`config.mk`:
```
export PLATFORM = sky130hd
export DESIGN_NAME = cache_mem_bridge
export DESIGN_NICKNAME = d
export VERILOG_FILES = /design/src/rtl/mem_bridge_pkg.sv /design/src/rtl/bridge_wait_ctr.sv /design/src/rtl/cache_mem_bridge.sv
export SDC_FILE = /design/constraint.sdc
export NUM_CORES = 1
export LEC_CHECK = 0
export CAP_MARGIN = 5
export CORE_AREA = 3 3 445 447
export DETAILED_ROUTE_END_ITERATION = 16
export DIE_AREA = 0 0 448 450
export PLACE_DENSITY_LB_ADDON = 0.3
export SYNTH_ARGS = -nofsm -noshare
export SYNTH_HDL_FRONTEND = slang
export SYNTH_SLANG_ARGS = --single-unit
export TNS_END_PERCENT = 5
```
`constraint.sdc`:
```
create_clock -name clk -period 2.5 [get_ports clk]
set_input_delay 0.625 -clock clk [delete_from_list [all_inputs] [get_ports clk]]
set_output_delay 0.625 -clock clk [all_outputs]
set_load 0.005 [all_outputs]
```
`src/rtl/mem_bridge_pkg.sv`:
```
// Shared types and elaboration helpers for the
// CPU line-refill to BRAM bridge.
package mem_bridge_pkg;

  typedef enum logic [2:0] {
    IDLE,
    ACCESS,
    LAT,
    STALL,
    DONE
  } state_e;

  localparam int CTR_W = 4;

  function automatic int clog2(input int v);
    int r;
    int x;
    r = 0;
    x = 1;
    while (x < v) begin
      x = x * 2;
      r = r + 1;
    end
    return r;
  endfunction

  function automatic bit is_pow2(input int v);
    return (v > 0) && ((v & (v - 1)) == 0);
  endfunction

  // Parameter legality, evaluated at elaboration time.
  function automatic bit params_ok(
    input int line_w,
    input int depth,
    input int rd_lat,
    input int extra_wait,
    input int addr_w
  );
    return is_pow2(line_w) && (line_w >= 8) &&
           (depth > 1) &&
           (rd_lat >= 1) && (rd_lat <= 4) &&
           (extra_wait >= 0) && (extra_wait <= 15) &&
           (addr_w >= clog2(line_w / 8) + clog2(depth));
  endfunction

endpackage

```
`src/rtl/bridge_wait_ctr.sv`:
```
// Load/decrement wait counter with zero flag,
// shared by the read-latency and stall phases.
module bridge_wait_ctr
  import mem_bridge_pkg::*;
(
  input  logic             clk,
  input  logic             rst_n,
  input  logic             i_load,
  input  logic [CTR_W-1:0] i_val,
  input  logic             i_dec,
  output logic             o_zero
);

  logic [CTR_W-1:0] r_cnt;

  always_ff @(posedge clk) begin
    if (!rst_n) begin
      r_cnt <= '0;
    end else if (i_load) begin
      r_cnt <= i_val;
    end else if (i_dec && (r_cnt != '0)) begin
      r_cnt <= r_cnt - 1'b1;
    end
  end

  assign o_zero = (r_cnt == '0);

endmodule

```
`src/rtl/cache_mem_bridge.sv`:
```
// Bridge between the CPU line-refill port and a
// single-port BRAM with latency/wait emulation.
module cache_mem_bridge
  import mem_bridge_pkg::*;
#(
  parameter int LINE_W     = 256,
  parameter int DEPTH      = 64,
  parameter int RD_LAT     = 1,
  parameter int EXTRA_WAIT = 0,
  parameter int ADDR_W     = 32,
  localparam int BE_W      = LINE_W / 8,
  localparam int OFF_W     = clog2(BE_W),
  localparam int IDX_W     = clog2(DEPTH)
) (
  input  logic              clk,
  input  logic              rst_n,
  input  logic              mem_req_in,
  input  logic              mem_we_in,
  input  logic [ADDR_W-1:0] mem_addr_in,
  input  logic [LINE_W-1:0] mem_wdata_in,
  input  logic [BE_W-1:0]   mem_be_in,
  output logic [LINE_W-1:0] mem_rdata_out,
  output logic              mem_wait_out,
  output logic              ram_en_out,
  output logic [BE_W-1:0]   ram_we_out,
  output logic [IDX_W-1:0]  ram_addr_out,
  output logic [LINE_W-1:0] ram_wdata_out,
  input  logic [LINE_W-1:0] ram_rdata_in,
  input  logic              hold_in,
  output logic              busy_out,
  output logic              err_out
);

  if (!params_ok(LINE_W, DEPTH, RD_LAT,
                 EXTRA_WAIT, ADDR_W)) begin : g_bad_param
    $error("cache_mem_bridge: parameter out of range");
  end

  localparam logic [CTR_W-1:0] LAT_LD =
    CTR_W'(RD_LAT - 1);
  localparam logic [CTR_W-1:0] STALL_LD =
    CTR_W'((EXTRA_WAIT > 0) ? EXTRA_WAIT - 1 : 0);
  localparam logic [IDX_W:0] DEPTH_L =
    (IDX_W + 1)'(DEPTH);

  state_e r_state;
  state_e w_next;

  logic [IDX_W-1:0]  r_idx;
  logic              r_we;
  logic              r_oor;
  logic              r_err;
  logic [LINE_W-1:0] r_wdata;
  logic [BE_W-1:0]   r_be;
  logic [LINE_W-1:0] r_rdata;

  logic [ADDR_W-1:0] w_hi;
  logic [IDX_W-1:0]  w_idx;
  logic              w_oor;
  logic              w_accept;
  logic              w_ctr_load;
  logic [CTR_W-1:0]  w_ctr_val;
  logic              w_ctr_dec;
  logic              w_ctr_zero;
  logic              w_rd_load;
  logic              w_hit;

  assign w_hi  = mem_addr_in >> (OFF_W + IDX_W);
  assign w_idx = mem_addr_in[OFF_W +: IDX_W];
  assign w_oor = (w_hi != '0) ||
                 ({1'b0, w_idx} >= DEPTH_L);

  assign w_accept = (r_state == IDLE) &&
                    mem_req_in && !hold_in;

  bridge_wait_ctr u_ctr (
    .clk    (clk),
    .rst_n  (rst_n),
    .i_load (w_ctr_load),
    .i_val  (w_ctr_val),
    .i_dec  (w_ctr_dec),
    .o_zero (w_ctr_zero)
  );

  always_comb begin
    w_next     = r_state;
    w_ctr_load = 1'b0;
    w_ctr_val  = '0;
    w_ctr_dec  = 1'b0;
    w_rd_load  = 1'b0;
    unique case (r_state)
      IDLE: begin
        if (w_accept) w_next = ACCESS;
      end
      ACCESS: begin
        w_ctr_load = 1'b1;
        if (!r_we) begin
          w_next    = LAT;
          w_ctr_val = LAT_LD;
        end else if (EXTRA_WAIT == 0) begin
          w_next = DONE;
        end else begin
          w_next    = STALL;
          w_ctr_val = STALL_LD;
        end
      end
      LAT: begin
        if (w_ctr_zero) begin
          w_rd_load = 1'b1;
          if (EXTRA_WAIT == 0) begin
            w_next = DONE;
          end else begin
            w_next     = STALL;
            w_ctr_load = 1'b1;
            w_ctr_val  = STALL_LD;
          end
        end else begin
          w_ctr_dec = 1'b1;
        end
      end
      STALL: begin
        if (w_ctr_zero) w_next = DONE;
        else            w_ctr_dec = 1'b1;
      end
      DONE:    w_next = IDLE;
      default: w_next = IDLE;
    endcase
  end

  always_ff @(posedge clk) begin
    if (!rst_n) begin
      r_state <= IDLE;
      r_idx   <= '0;
      r_we    <= 1'b0;
      r_oor   <= 1'b0;
      r_err   <= 1'b0;
      r_wdata <= '0;
      r_be    <= '0;
      r_rdata <= '0;
    end else begin
      r_state <= w_next;
      if (w_accept) begin
        r_idx   <= w_idx;
        r_we    <= mem_we_in;
        r_oor   <= w_oor;
        r_wdata <= mem_wdata_in;
        r_be    <= mem_be_in;
        if (w_oor) r_err <= 1'b1;
      end
      if (w_rd_load) begin
        r_rdata <= r_oor ? '0 : ram_rdata_in;
      end
    end
  end

  // rst_n gates the strobe so a write in a reset cycle never lands.
  assign w_hit = (r_state == ACCESS) && !r_oor && rst_n;

  assign ram_en_out    = w_hit;
  assign ram_we_out    = (w_hit && r_we) ? r_be : '0;
  assign ram_addr_out  = r_idx;
  assign ram_wdata_out = r_wdata;

  assign mem_rdata_out = r_rdata;
  assign mem_wait_out  = mem_req_in && (r_state != DONE);
  assign busy_out      = (r_state != IDLE);
  assign err_out       = r_err;

endmodule

```
==> flow_metrics.env, run 1 <==
export IMPL_worstPathArrival_ps=2170
export IMPL_p_leak_nw=12.5
export IMPL_nets=4206
export IMPL_cts_sinks=560
export IMPL_fp_dieH_um=450
export IMPL_muxShareOfSynthArea_pct=0
export IMPL_clkTransAtPathRegs_ps=70
export IMPL_synth_fa_ha_area_share_pct=0.0559
export IMPL_finalPower_w=0.0230
export IMPL_maxCapViolCount=0
export IMPL_syn_area_um2=22400
export IMPL_drt_pre_antenna_iters=7
export IMPL_place_congestion=0.850
export IMPL_whs_ps=474
export IMPL_min_period_ps=2790
export IMPL_ys_seq_area_share_pct=50.1
export IMPL_p_per_area_nw_per_um2=586
export IMPL_port_buffer_count=1129
export IMPL_worstPathMaxFanout=32
export IMPL_core_um2=195000
export IMPL_tightest_slew_ps=1200
export IMPL_ys_flop_type="dfxtp_1"
export IMPL_fin_worst_skew_ps=37.7
export IMPL_cp_top_family="simple AND/OR/NAND/NOR gates"
export IMPL_multi_input_area_um2=9800
export IMPL_dieArea_um2=202000
export IMPL_num_fill_cells=21500
export IMPL_fin_tns_setup_ps=-8580
export IMPL_rsz0062_at_grt="yes"
export IMPL_cts_buffers=73
export IMPL_cts_buffer_depth=3
export IMPL_die_w_um=448
export IMPL_dp_hpwl_um=96400
export IMPL_synth_area_leaders="dfxtp_1 50%, a21oi_1 12%, o21ai_1 12%"
export IMPL_crit_path_start_kind="flop"
export IMPL_ys_warnings_count=0
export IMPL_violations="setup timing"
export IMPL_synth_top_cells_by_count="560 x dfxtp_1, 558 x a21oi_1, 550 x o21ai_1"
export IMPL_ios=1135
export IMPL_synth_cells=2635
export IMPL_slowest_delay_ps=410
export IMPL_endpoint_kind="output pin"
export IMPL_num_vias=24800
export IMPL_path_cells="or3b_4, nor4_4, buf_12, and2_1, clkdlybuf4s15_1"
export IMPL_synth_top_area_cell="dfxtp_1"
export IMPL_final_setup_worst_slack_ps=-293
export IMPL_synth_area_per_cell_um2=8.49
export IMPL_vdd_drop_max_uv=395
export IMPL_synth_xor_area_share_pct=0
export IMPL_synthToLayoutAreaGrowth_pct=75.5
export IMPL_htreeDepth=3
export IMPL_path_buf_inv=2
export IMPL_cts_root_buf="clkbuf_16"
export IMPL_setup_violations=32
export IMPL_status="finished with violations"
export IMPL_syn_nets=3217
export IMPL_min_period_over_period_pct=112
export IMPL_grt_overflow_total=0
export IMPL_async_flop_share_pct=0
export IMPL_cp_slowest_cell="or3b_4"
export IMPL_cts_tree="done"
export IMPL_initial_core_util_pct=11.5
export IMPL_synth_seq_cells=560
export IMPL_route_detailed_drc=0
export IMPL_cts_setup_buffers=0
export IMPL_synthSimpleGateAreaFrac_pct=18.4
export IMPL_regArea_um2=11200
export IMPL_holdCritStartpoint="mem_rdata_out[84]$_SDFFE_PN0P_"
export IMPL_cts_hold_buf=0
export IMPL_crit_required_ps=1880
export IMPL_wl_per_cell_um=21.1
export IMPL_grt_total_usage_pct=12.3
export IMPL_relSlewSlack_pct=20.2
export IMPL_antenna_found_initial=18
export IMPL_reg2reg_from="r_state[2]$_SDFFE_PN0P_"
export IMPL_synth_edff_count=0
export IMPL_vias_per_cell=3.98
export IMPL_drt_iter0_markers=1830
export IMPL_synth_compound_area_share_pct=25.1
export IMPL_startpoint="r_state[0]$_SDFFE_PN0P_"
export IMPL_grt_pass1_wl_um=183000
export IMPL_synth_most_common_cell="dfxtp_1"
export IMPL_cts_resized_gates=101
export IMPL_synth_top_family_by_area="compound AO/OA/AOI/OAI gates"
export IMPL_routed_wl_um=131000
export IMPL_hold_viol=0
export IMPL_critPathKind="reg2out"
export IMPL_clkLatencyLatePin_ps=670
export IMPL_grt_start_max_net_pins=180
export IMPL_fmaxAchievable_mhz=358
export IMPL_synth_cell_types=32
export IMPL_yosysTopAreaCellShare_pct=50.1
export IMPL_first_global_vias=24500
export IMPL_drive_above_1_share_pct=7.30
export IMPL_drv_slew=0
export IMPL_rows=162
export IMPL_ant_nets=0
export IMPL_hold_path_class="reg2reg"
==> final cells by class <==
cell class,instances,area share (%)
Timing Repair Buffer,1250,32.4
Sequential cell,560,28.5
Multi-Input combinational cell,1732,24.9
Tap cell,2542,8.10
Clock buffer,109,5.41
Clock inverter,14,0.446
Inverter,7,0.105
Antenna cell,11,0.0701
==> power by group <==
part	total, W	internal [W]	switching (W)
combinational	0.00320	0.00173	0.00147
clock	0.0104	0.00607	0.00433
sequential	0.00941	0.00923	0.000178
==> worst register-to-register path, delay by kind of cell, from the launching register on <==
kind,cells,cell delay [ps]
buffers and inverters,5,1430
flip-flops,1,330
AND/OR/NAND/NOR,1,60
AO/OA/AOI/OAI,2,300
==> path summary, 6_finish.rpt <==
path                                endpoint  slack, ps  cells past startpoint
min           mem_rdata_out[84]$_SDFFE_PN0P_        470                      2
max reg2reg  ram_wdata_out[250]$_SDFFE_PN0P_        310                      8
min reg2reg   mem_rdata_out[84]$_SDFFE_PN0P_        470                      2
max                           ram_we_out[10]       -290                      5
==> metrics by stage <==
step	instances	area [µm²]	util (%)	worst slack (ps)
global route	6224	39300	20.2	-439
detailed placement	6091	36900	19.0	-540
finish	6225	39300	20.2	-293
floorplan	2635	22400	-	521
CTS	6214	39200	20.2	-429
global placement	6091	36900	19.0	-518
==> cell usage in the layout (no fill, tap or decap), types with 3 or more instances in the layout <==
cell type        instances
and2_1                  32
clkinv_2                 5
a21oi_1                558
buf_12                  36
nand4b_1               256
clkdlybuf4s15_2         31
dlymetal6s2s_1          11
buf_4                   84
clkdlybuf4s50_1       1085
clkbuf_8                12
diode_2                 11
nand3_1                296
or4_1                    3
clkbuf_1                22
clkinv_8                 4
o21ai_0                  4
clkbuf_16               75
o21ai_1                550
inv_1                    5
dfxtp_1                558
or3b_4                   3
nor2_1                   5
nor4_1                   4
==> state kept, by name, summed over array words and instances, names as in the netlist <==
register and cells:
mem_rdata_out 256, r_be 32, err_out 1, ram_addr_out 6
r_state 3, ram_wdata_out 256, u_ctr.r_cnt 4, r_oor 1
r_we 1
==> metal layers <==
| layer | up-vias | part of all wire, % | GRT usage, % |
|---|---|---|---|
| met4 | 6 | 2.7 | 4.29 |
| met2 | 851 | 51 | 21.5 |
| met3 | 146 | 7.0 | 3.30 |
| met5 | - | 0.035 | 0 |
| met1 | 12100 | 39 | 14.2 |
| li1 | 11700 | - | - |
==> cells by family (layout without fill, tap and decap cells) <==
kind of cell             after synthesis  count (layout)
AND/OR/NAND/NOR                      613             613
AO/OA/AOI/OAI                       1118            1118
adder cells (fa/ha/maj)                1               1
flip-flops                           560             560
buffers and inverters                343            1380
other                                  0              11
Note: power is estimated with default switching activity, not from simulation.
==> run 2: changes to the inputs <==
--- a/config.mk
+++ b/config.mk
@@ -6,11 +6,12 @@
 export NUM_CORES = 1
 export LEC_CHECK = 0
 export CAP_MARGIN = 5
-export CORE_AREA = 3 3 445 447
+export CORE_AREA = 3 3 447 449
 export DETAILED_ROUTE_END_ITERATION = 16
-export DIE_AREA = 0 0 448 450
+export DIE_AREA = 0 0 450 452
 export PLACE_DENSITY_LB_ADDON = 0.3
 export SYNTH_ARGS = -nofsm -noshare
 export SYNTH_HDL_FRONTEND = slang
+export SYNTH_HIERARCHICAL = 1
 export SYNTH_SLANG_ARGS = --single-unit
 export TNS_END_PERCENT = 5
==> run 2 against run 1 <==
  * The flow still finishes with violations (setup timing)
  * Count of clock-buffer cells in the layout is 4 higher
  * Sequential power grew 0.9%
  * Worst hold slack worse by 24 ps
  * Clock power grew 9%
  * First-iteration DRC count decreased by 1.4%
  * Synthesized area up 13%
  * Non-clock buffer count decreased by 1
  * Design area increased by 8.4%
  * Register-to-register slack got worse by 170 ps
  * Critical path type unchanged
==> flow_metrics.env, run 2 <==
export IMPL_fmaxAchievable_mhz=336
export IMPL_die_w_um=450
export IMPL_drv_slew=0
export IMPL_synth_area_leaders="dfxtp_1 44%, nand3b_4 16%, a21oi_1 7.1%"
export IMPL_ios=1135
export IMPL_async_flop_share_pct=0
export IMPL_slowest_delay_ps=330
export IMPL_cp_slowest_cell="dfxtp_2"
export IMPL_htreeDepth=3
export IMPL_drive_above_1_share_pct=19.0
export IMPL_path_common_cell="buf_6"
export IMPL_synth_cell_types=45
export IMPL_first_global_vias=23800
export IMPL_status="finished with violations"
export IMPL_reg2reg_from="u_ctr/r_cnt[0]$_SDFFE_PN0P_"
export IMPL_path_cells="nor3b_4, buf_6, nor4b_4, buf_6, buf_12, buf_6, and2_4, buf_12"
export IMPL_ys_warnings_count=6
export IMPL_clkLatencyLatePin_ps=690
export IMPL_r2r_end="mem_rdata_out[170]$_SDFFE_PN0P_"
export IMPL_min_to="mem_rdata_out[229]$_SDFFE_PN0P_"
export IMPL_synth_most_common_cell="dfxtp_1"
export IMPL_worst_r2r_path_depth=9
export IMPL_crit_cells=8
export IMPL_cts_sinks=560
export IMPL_ys_seq_area_share_pct=44.4
export IMPL_vdd_drop_max_uv=373
export IMPL_final_setup_worst_slack_ps=-477
export IMPL_holdCritStartpoint="mem_rdata_out[229]$_SDFFE_PN0P_"
export IMPL_ant_nets=0
export IMPL_port_buffer_count=1129
export IMPL_dpl_cell_area_um2=39900
export IMPL_cp_top_family="buffers and inverters"
export IMPL_grt_pass1_wl_um=208000
export IMPL_hold_path_class="reg2reg"
export IMPL_cts_buffer_depth=3
export IMPL_dp_hpwl_um=121000
export IMPL_initial_core_util_pct=12.8
export IMPL_p_per_area_nw_per_um2=579
export IMPL_cts_root_buf="clkbuf_16"
export IMPL_syn_area_um2=25200
export IMPL_min_period_over_period_pct=119
export IMPL_crit_path_start_kind="flop"
export IMPL_grt_start_max_net_pins=169
export IMPL_r2r_slack_ps=140
export IMPL_synth_edff_count=0
export IMPL_rows=163
export IMPL_cts_tree="done"
export IMPL_core_um2=197000
export IMPL_hold_viol=0
export IMPL_vias_per_cell=3.85
export IMPL_route_detailed_drc=0
export IMPL_synthToLayoutAreaGrowth_pct=68.7
export IMPL_place_congestion=0.880
export IMPL_grt_overflow_total=0
export IMPL_num_vias=24400
export IMPL_routed_wl_um=156000
export IMPL_worstPathArrival_ps=2350
export IMPL_cts_buffers=75
export IMPL_synth_seq_cells=560
export IMPL_violations="setup timing"
export IMPL_nets=4218
export IMPL_clkTransAtPathRegs_ps=60
export IMPL_wl_per_cell_um=24.6
export IMPL_synth_top_area_cell="dfxtp_1"
export IMPL_setup_violations=33
export IMPL_fp_dieH_um=452
export IMPL_yosysTopAreaCellShare_pct=44.4
export IMPL_crit_required_ps=1880
export IMPL_tightest_slew_ps=1140
export IMPL_stdcell_area_um2=42600
export IMPL_min_period_ps=2980
export IMPL_grt_total_usage_pct=14.6
export IMPL_final_cell_mix="1085 x clkdlybuf4s50_1, 555 x dfxtp_1, 356 x a21oi_1"
export IMPL_path_buf_inv=5
export IMPL_synth_top_cells_by_count="560 x dfxtp_1, 356 x a21oi_1, 298 x nand3_1"
export IMPL_drt_iter0_markers=1805
export IMPL_p_leak_nw=16.6
export IMPL_relSlewSlack_pct=24.1
export IMPL_maxCapViolCount=0
export IMPL_rsz0062_at_grt="yes"
export IMPL_layout_cells_most_common="clkdlybuf4s50_1"
export IMPL_ys_flop_type="dfxtp_1"
export IMPL_worstPathMaxFanout=6
export IMPL_dieArea_um2=203000
export IMPL_fin_worst_skew_ps=31.3
export IMPL_drt_pre_antenna_iters=6
export IMPL_critPathKind="reg2out"
export IMPL_worstHoldPathCells=2
export IMPL_dp_slack_ps=-758
export IMPL_synth_area_per_cell_um2=9.75
export IMPL_endpoint_kind="output pin"
export IMPL_synth_cells=2588
export IMPL_antenna_found_initial=61
run 2: cell count changes in the layout (fill, tap and decap cells not counted), moves of 56 or more:
cell,change
nand3b_4,+200
nand2_1,+257
o21ai_1,-550
nand3b_1,+56
a21oi_1,-202
nand4b_1,-255
o21ai_0,+292
a21oi_2,+200
run 2: kinds of logic (layout without fill, tap and decap cells):
group	count (synthesis)	in the layout	synth area share (%)
simple gates	873	873	28.9
compound gates	861	861	20.2
flops	560	560	44.4
buf+inv	291	1390	6.35
fa+ha+maj	1	1	0.0496
other cells	1	27	0.0149
mux	1	1	0.0397
run 2: tightest hold or removal path: stages, from the launching register on:
cell	delay (ps)
dfxtp_1	310
nand2_1	50
a21oi_1	50
run 2: through the flow:
stage	total power, W	hold slack, ps	setup TNS [ps]	instances	util (%)
CTS	0.0252	382	-20720	6333	21.7
detailed placement	0.0136	447	-120520	6195	20.3
global route	0.0256	438	-19130	6338	21.6
floorplan	0.0110	448	0	2591	-
global placement	0.0135	437	-121790	6195	20.3
finish	0.0246	450	-13140	6353	21.7
run 2: cell type report:
type / instances / area, µm²
Antenna cell: 23 / 57.6
Clock buffer: 113 / 2160
Clock inverter: 18 / 333
Fill cell: 21600 / 154000
Inverter: 10 / 53.8
Multi-Input combinational cell: 1740 / 12600
Sequential cell: 560 / 11200
Tap cell: 2640 / 3300
Timing Repair Buffer: 1249 / 12900
run 2: repair_timing:
action / 4_1_cts / 5_1_grt
gates resized for setup: 103 / 5
buffers inserted: 6 / 0
gates cloned: 2 / 0
hold buffers: 0 / 0
setup endpoints to repair: 45 / 35
pin swaps: 4 / 1
run 2: metal layers:
layer | GRT usage, % | routed length [µm]
met2 | 23.7 | 73700
met3 | 4.23 | 11300
met4 | 4.52 | 4590
met5 | 0 | 92
met1 | 18.6 | 66400
run 2: report_power, final:
group	switching, W	internal, W	total (W)
registers	0.000240	0.00925	0.00949
logic	0.00185	0.00200	0.00385
clock network	0.00468	0.00663	0.0113
run 2: worst max-delay path by stage:
| stage | start | end |
|---|---|---|
| floorplan | u_ctr/r_cnt[0]$_SDFFE_PN0P_ | u_ctr/r_cnt[3]$_SDFFE_PN0P_ |
| global placement | rst_n | ram_we_out[27] |
| detailed placement | rst_n | ram_we_out[27] |
| CTS | r_state[1]$_SDFFE_PN0P_ | ram_we_out[21] |
| global route | r_state[2]$_SDFFE_PN0P_ | ram_we_out[21] |
| finish | r_state[2]$_SDFFE_PN0P_ | ram_we_out[21] |
==> run 3: changes to the inputs <==
--- a/config.mk
+++ b/config.mk
@@ -14,4 +14,3 @@
 export SYNTH_HDL_FRONTEND = slang
 export SYNTH_HIERARCHICAL = 1
 export SYNTH_SLANG_ARGS = --single-unit
-export TNS_END_PERCENT = 5
==> run 3 against run 2 <==
  * The flow still finishes with violations (setup timing)
  * Routed wire length is essentially flat
  * Worst setup slack lost 1.3 ps
  * Maximum frequency is essentially flat
  * Clock skew grew 1.3 ps
  * Final cell count is essentially flat
  * Combinational power is essentially flat
  * Sequential share of layout area shrank 0.085 points
  * Utilization grew 0.070 points
  * Worst hold slack is essentially flat
  * Clock power is essentially flat
  * Largest cell class unchanged
  * Largest power group unchanged
==> flow_metrics.env, run 3 (synthesis results as in run 2) <==
export IMPL_drv_slew=0
export IMPL_first_global_vias=23800
export IMPL_stdcell_area_um2=42700
export IMPL_setup_violations=33
export IMPL_tightest_slew_ps=1150
export IMPL_path_cells="nor3b_4, buf_6, nor4b_4, buf_6, buf_12, buf_16, and2_4, buf_12"
export IMPL_hold_path_class="reg2reg"
export IMPL_die_w_um=450
export IMPL_vdd_drop_max_uv=376
export IMPL_violations="setup timing"
export IMPL_grt_start_max_net_pins=169
export IMPL_dp_hpwl_um=121000
export IMPL_ant_nets=0
export IMPL_fin_util_pct=21.7
export IMPL_initial_core_util_pct=12.8
export IMPL_endpoint_kind="output pin"
export IMPL_swShare_pct=27.5
export IMPL_grt_pass1_wl_um=208000
export IMPL_grt_total_usage_pct=14.6
export IMPL_worst_r2r_path_depth=9
export IMPL_vias_per_cell=3.84
export IMPL_htreeDepth=3
export IMPL_rows=163
export IMPL_crit_path_start_kind="flop"
export IMPL_worstPathArrival_ps=2350
export IMPL_clkTransAtPathRegs_ps=50
export IMPL_min_to="mem_rdata_out[221]$_SDFFE_PN0P_"
export IMPL_drive_above_1_share_pct=19.5
export IMPL_wl_per_cell_um=24.6
export IMPL_antenna_found_initial=60
export IMPL_hold_viol=0
export IMPL_finalPower_w=0.0247
export IMPL_drt_iter0_markers=1805
export IMPL_nets=4222
export IMPL_route_detailed_drc=0
export IMPL_dpl_cell_area_um2=39900
export IMPL_port_buffer_count=1129
export IMPL_dieArea_um2=203000
export IMPL_cts_sinks=560
export IMPL_final_setup_worst_slack_ps=-478
export IMPL_routed_wl_um=156000
export IMPL_cts_hold_buf=0
export IMPL_relSlewSlack_pct=23.3
export IMPL_grt_overflow_total=0
export IMPL_cp_slowest_cell="dfxtp_2"
export IMPL_cts_buffers=75
export IMPL_cts_buffer_depth=3
export IMPL_fin_worst_skew_ps=32.6
export IMPL_num_vias=24400
export IMPL_holdCritStartpoint="mem_rdata_out[221]$_SDFFE_PN0P_"
export IMPL_critPathKind="reg2out"
export IMPL_min_period_over_period_pct=119
export IMPL_crit_required_ps=1880
export IMPL_min_period_ps=2980
export IMPL_layout_cells_most_common="clkdlybuf4s50_1"
export IMPL_whs_ps=450
export IMPL_final_cell_mix="1085 x clkdlybuf4s50_1, 555 x dfxtp_1, 356 x a21oi_1"
export IMPL_synthToLayoutAreaGrowth_pct=69.2
export IMPL_pwr_share_comb_pct=15.6
export IMPL_drt_pre_antenna_iters=5
export IMPL_p_leak_nw=16.7
export IMPL_switching_power_w=0.00677
export IMPL_maxCapViolCount=0
export IMPL_cts_root_buf="clkbuf_16"
export IMPL_rsz0062_at_grt="yes"
export IMPL_core_um2=197000
export IMPL_ios=1135
export IMPL_slowest_delay_ps=330
export IMPL_power_internal_w=0.0179
export IMPL_worstHoldPathCells=2
export IMPL_place_congestion=0.880
export IMPL_r2r_slack_ps=130
export IMPL_cts_tree="done"
export IMPL_r2r_end="mem_rdata_out[170]$_SDFFE_PN0P_"
export IMPL_clkLatencyLatePin_ps=690
export IMPL_fmaxAchievable_mhz=336
export IMPL_worstPathMaxFanout=7
export IMPL_status="finished with violations"
export IMPL_p_per_area_nw_per_um2=577
export IMPL_fp_dieH_um=452
export IMPL_seqPwrFrac_pct=38.5
export IMPL_pwr_share_clk_pct=45.9
export IMPL_reg2reg_from="u_ctr/r_cnt[0]$_SDFFE_PN0P_"
==> run 3: cell types whose count changed in the layout (fill, tap and decap cells not counted) <==
| cell | before | now |
|---|---|---|
| and2_1 | 13 | 0 |
| and2_4 | 19 | 32 |
| buf_12 | 58 | 57 |
| buf_16 | 0 | 3 |
| buf_2 | 1 | 2 |
| buf_4 | 76 | 68 |
| buf_6 | 17 | 28 |
| buf_8 | 0 | 1 |
| clkdlybuf4s15_2 | 3 | 0 |
| diode_2 | 23 | 20 |
==> run 3: worst max path at each step <==
stage / depth (start not counted) / slack, ps / to / start
2_1_floorplan: 8 / 320 / u_ctr/r_cnt[3]$_SDFFE_PN0P_ / u_ctr/r_cnt[0]$_SDFFE_PN0P_
3_3_place_gp: 7 / -790 / ram_we_out[27] / rst_n
3_5_place_dp: 7 / -760 / ram_we_out[27] / rst_n
4_1_cts: 9 / -700 / ram_we_out[21] / r_state[1]$_SDFFE_PN0P_
5_1_grt: 8 / -660 / ram_we_out[4] / r_state[2]$_SDFFE_PN0P_
6_report: 8 / -480 / ram_we_out[3] / r_state[2]$_SDFFE_PN0P_
==> run 3: cell type report <==
cell class / instances / area, µm²
Sequential cell: 560 / 11200
Antenna cell: 20 / 50.0
Inverter: 10 / 53.8
Fill cell: 21600 / 154000
Clock inverter: 18 / 333
Clock buffer: 113 / 2160
Tap cell: 2640 / 3300
Multi-Input combinational cell: 1740 / 12600
Timing Repair Buffer: 1253 / 13000
==> run 3: power groups by stage <==
| stage | combinational [W] | clock (W) | sequential [W] |
|---|---|---|---|
| 3_5_place_dp | 0.00387 | 0 | 0.00968 |
| 4_1_cts | 0.00390 | 0.0118 | 0.00949 |
| 2_1_floorplan | 0.00144 | 0 | 0.00961 |
| 3_3_place_gp | 0.00386 | 0 | 0.00967 |
| 5_1_grt | 0.00409 | 0.0120 | 0.00952 |
| 6_report | 0.00386 | 0.0113 | 0.00949 |
==> run 3: worst max-delay path: cells and delay by family, from the launching register on <==
kind	cells	cell delay, ps
buffers and inverters	5	690
and+or+nand+nor	3	630
DFF	1	330
==> run 3: through the flow <==
step                      std cells  setup slack [ps]  setup TNS (ps)
after floorplan                2591               322               0
after global placement         6195              -787         -121790
after detailed placement       6195              -758         -120520
after CTS                      6334              -703          -20460
after global routing           6342              -660          -19800
final                          6354              -478          -14010
==> run 3: timing repair <==
action,CTS,global route
endpoints found under the setup margin,45,53
cloned,3,0
pin swaps,4,3
buffers inserted,7,2
resized for setup,122,13
==> run 3: routing by layer <==
metal	share of wire (%)	GRT usage, %	wire length [µm]	vias to the layer above
met5	0.059	0	92	-
met4	3.0	4.52	4670	14
met3	7.7	4.22	12000	213
met2	47	23.7	73500	911
met1	42	18.6	65900	12000
li1	-	-	-	11200
==> RTL edit (flow settings as in run 2) <==
Change the parameter `ADDR_W` from 32 to 64.
--- a/src/rtl/cache_mem_bridge.sv
+++ b/src/rtl/cache_mem_bridge.sv
@@ -7,7 +7,7 @@
   parameter int DEPTH      = 64,
   parameter int RD_LAT     = 1,
   parameter int EXTRA_WAIT = 0,
-  parameter int ADDR_W     = 32,
+  parameter int ADDR_W     = 64,
   localparam int BE_W      = LINE_W / 8,
   localparam int OFF_W     = clog2(BE_W),
   localparam int IDX_W     = clog2(DEPTH)
Interface: changed (resized mem_addr_in); port bits go from 1135 to 1167. No check against the original RTL was run, so the function may have changed too.
==> RTL edit against run 2 <==
- the flow still finishes with violations (setup timing)
- sequential share of layout area is 1.5 points higher
- synthesized area decreased by 12%
- count of clock-buffer cells in the layout fell by 1
- sequential cell count unchanged
- first-iteration DRC count fell by 27%
- setup slack improved by 0.35 ns
- design area is 5.5% lower
- power is 2.3% higher
- wire length decreased by 7.4%
==> RTL edit: results (changes against run 2) <==
maximum net fanout on the critical path=6 (unchanged); yosys synthesis warning count=6 (unchanged); worst reg-to-reg setup slack=0.06 ns (-0.08 ns); Critical Path AT=2.00 ns (-0.35 ns); failing checks=setup timing; Max transition margin=34.4% (+10 points); synth top area cells=dfxtp_1 51%, nand2_1 14%, a21boi_1 11%; Worst IR Drop VDD=0.000458 V (+23%); status=finished, violations left; GRT Util Overall=13.5% (-1.1 points); clock root buffer=clkbuf_16; Netlist cell types=38 (-16%); Setup Viol. Count Final=34 (+3.0%); share of layout cells above drive strength 1=7.85% (-11 points); worst min path class=primary input to flop; Leakage=13.6 nW (-18%); clock-pin slew on the worst setup and hold paths=0.06 ns (about the same); worst hold slack=0.344 ns (-0.106 ns); antenna violations before repair=59 (-3.3%); vias in the first global route=22222 (-6.7%); pin count of the biggest net entering global routing=159 (-5.9%); CTS H-tree depth=3 (unchanged); DRT iter0 DRCs=1317 (-27%); clock skew=0.0443 ns (+0.0131 ns); routed vias/inst=3.54 (-8.0%); worst setup margin=-0.124 ns (+0.353 ns); first-pass GRT wire length=192000 microns (-7.9%); nets@finish=4277 (+1.4%); worst-skew pair later-pin latency=0.68 ns; most instantiated cells after synthesis=850 x nand2_1, 560 x dfxtp_1, 312 x a21boi_1, 258 x nand3b_1, 240 x a21boi_0; dpl hpwl=114000 microns (-5.5%); CTS buffer count=76 (+1.3%); Port Buffers=1161 (+2.8%); RePlAce Congestion=0.874 (-0.58%); fillers=21785 (+0.71%); async set-or-reset flop fraction in the synthesized netlist=0% (unchanged); drt wl/cell=22.7 microns (-7.8%); sequential area share after synthesis=50.7% (+6.3 points)
RTL edit: stage by stage:
stage               TNS (ns)  setup WS (ns)  std cells  power [mW]  instance area [sq um]
floorplan                  0          0.224       2540        11.1                  22100
global placement     -0.0167        -0.0167       6210        13.9                  37200
detailed placement   -0.0879        -0.0742       6210        13.9                  37200
CTS                    -6.36         -0.230       6355        25.8                  40000
global route           -8.36         -0.223       6375        26.4                  40200
finish                 -2.93         -0.124       6380        25.2                  40200
RTL edit: layer usage:
metal | GRT usage [%] | vias to the layer above | share of wire (%)
met3 | 6.51 | 226 | 11
li1 | - | 10699 | -
met2 | 23.2 | 814 | 50
met1 | 14.0 | 10849 | 36
met4 | 5.76 | 4 | 3.7
met5 | 0 | - | 0.019
RTL edit: worst paths after layout:
check | from | to | cells after the start
worst max register to register | u_ctr/r_cnt[0]$_SDFFE_PN0P_ | mem_rdata_out[204]$_SDFFE_PN0P_ | 10
worst min register to register | mem_rdata_out[21]$_SDFFE_PN0P_ | mem_rdata_out[21]$_SDFFE_PN0P_ | 2
worst min-delay path | rst_n | r_state[2]$_SDFFE_PN0P_ | 4
worst max-delay path | r_state[1]$_SDFFE_PN0P_ | ram_we_out[23] | 7
RTL edit: cells by family after synthesis:
kind of cell | synth area share (%)
adder cells (fa/ha/maj) | 0.0566
AND/OR/NAND/NOR | 25.3
flip-flops | 50.7
other | 0.0170
buffers and inverters | 4.68
AO/OA/AOI/OAI | 19.2
multiplexers | 0.0453
RTL edit: final cells by class:
class / instances / share of cell area, %
well taps: 2640 / 8.21
clock inverters: 22 / 0.961
clock buffers: 112 / 5.48
multi-input cells: 1754 / 24.9
inverters: 7 / 0.0684
flip-flops and latches: 560 / 27.9
diodes: 21 / 0.131
repair buffers: 1264 / 32.4
RTL edit: power breakdown:
group | internal, mW | leakage (nW) | switching (mW) | total (mW)
logic | 2.26 | 7.84 | 1.87 | 4.13
clock network | 6.79 | 1.26 | 4.68 | 11.5
registers | 9.36 | 4.55 | 0.255 | 9.62
total | 18.4 | 13.6 | 6.80 | 25.2
RTL edit: timing repair:
| item | CTS | global route |
|---|---|---|
| pin swaps | 4 | 2 |
| resized for setup | 149 | 37 |
| setup buffers | 7 | 3 |
| hold buffers | 0 | 0 |
| setup endpoints to repair | 46 | 297 |
| gates cloned | 4 | 1 |
RTL edit: critical path: stages (launching register included):
cell and delay [ns]:
dfxtp_2 0.35, nand2b_4 0.16, nor3_4 0.15, buf_12 0.15, buf_16 0.13, buf_12 0.11, and3_4 0.18, buf_6 0.11
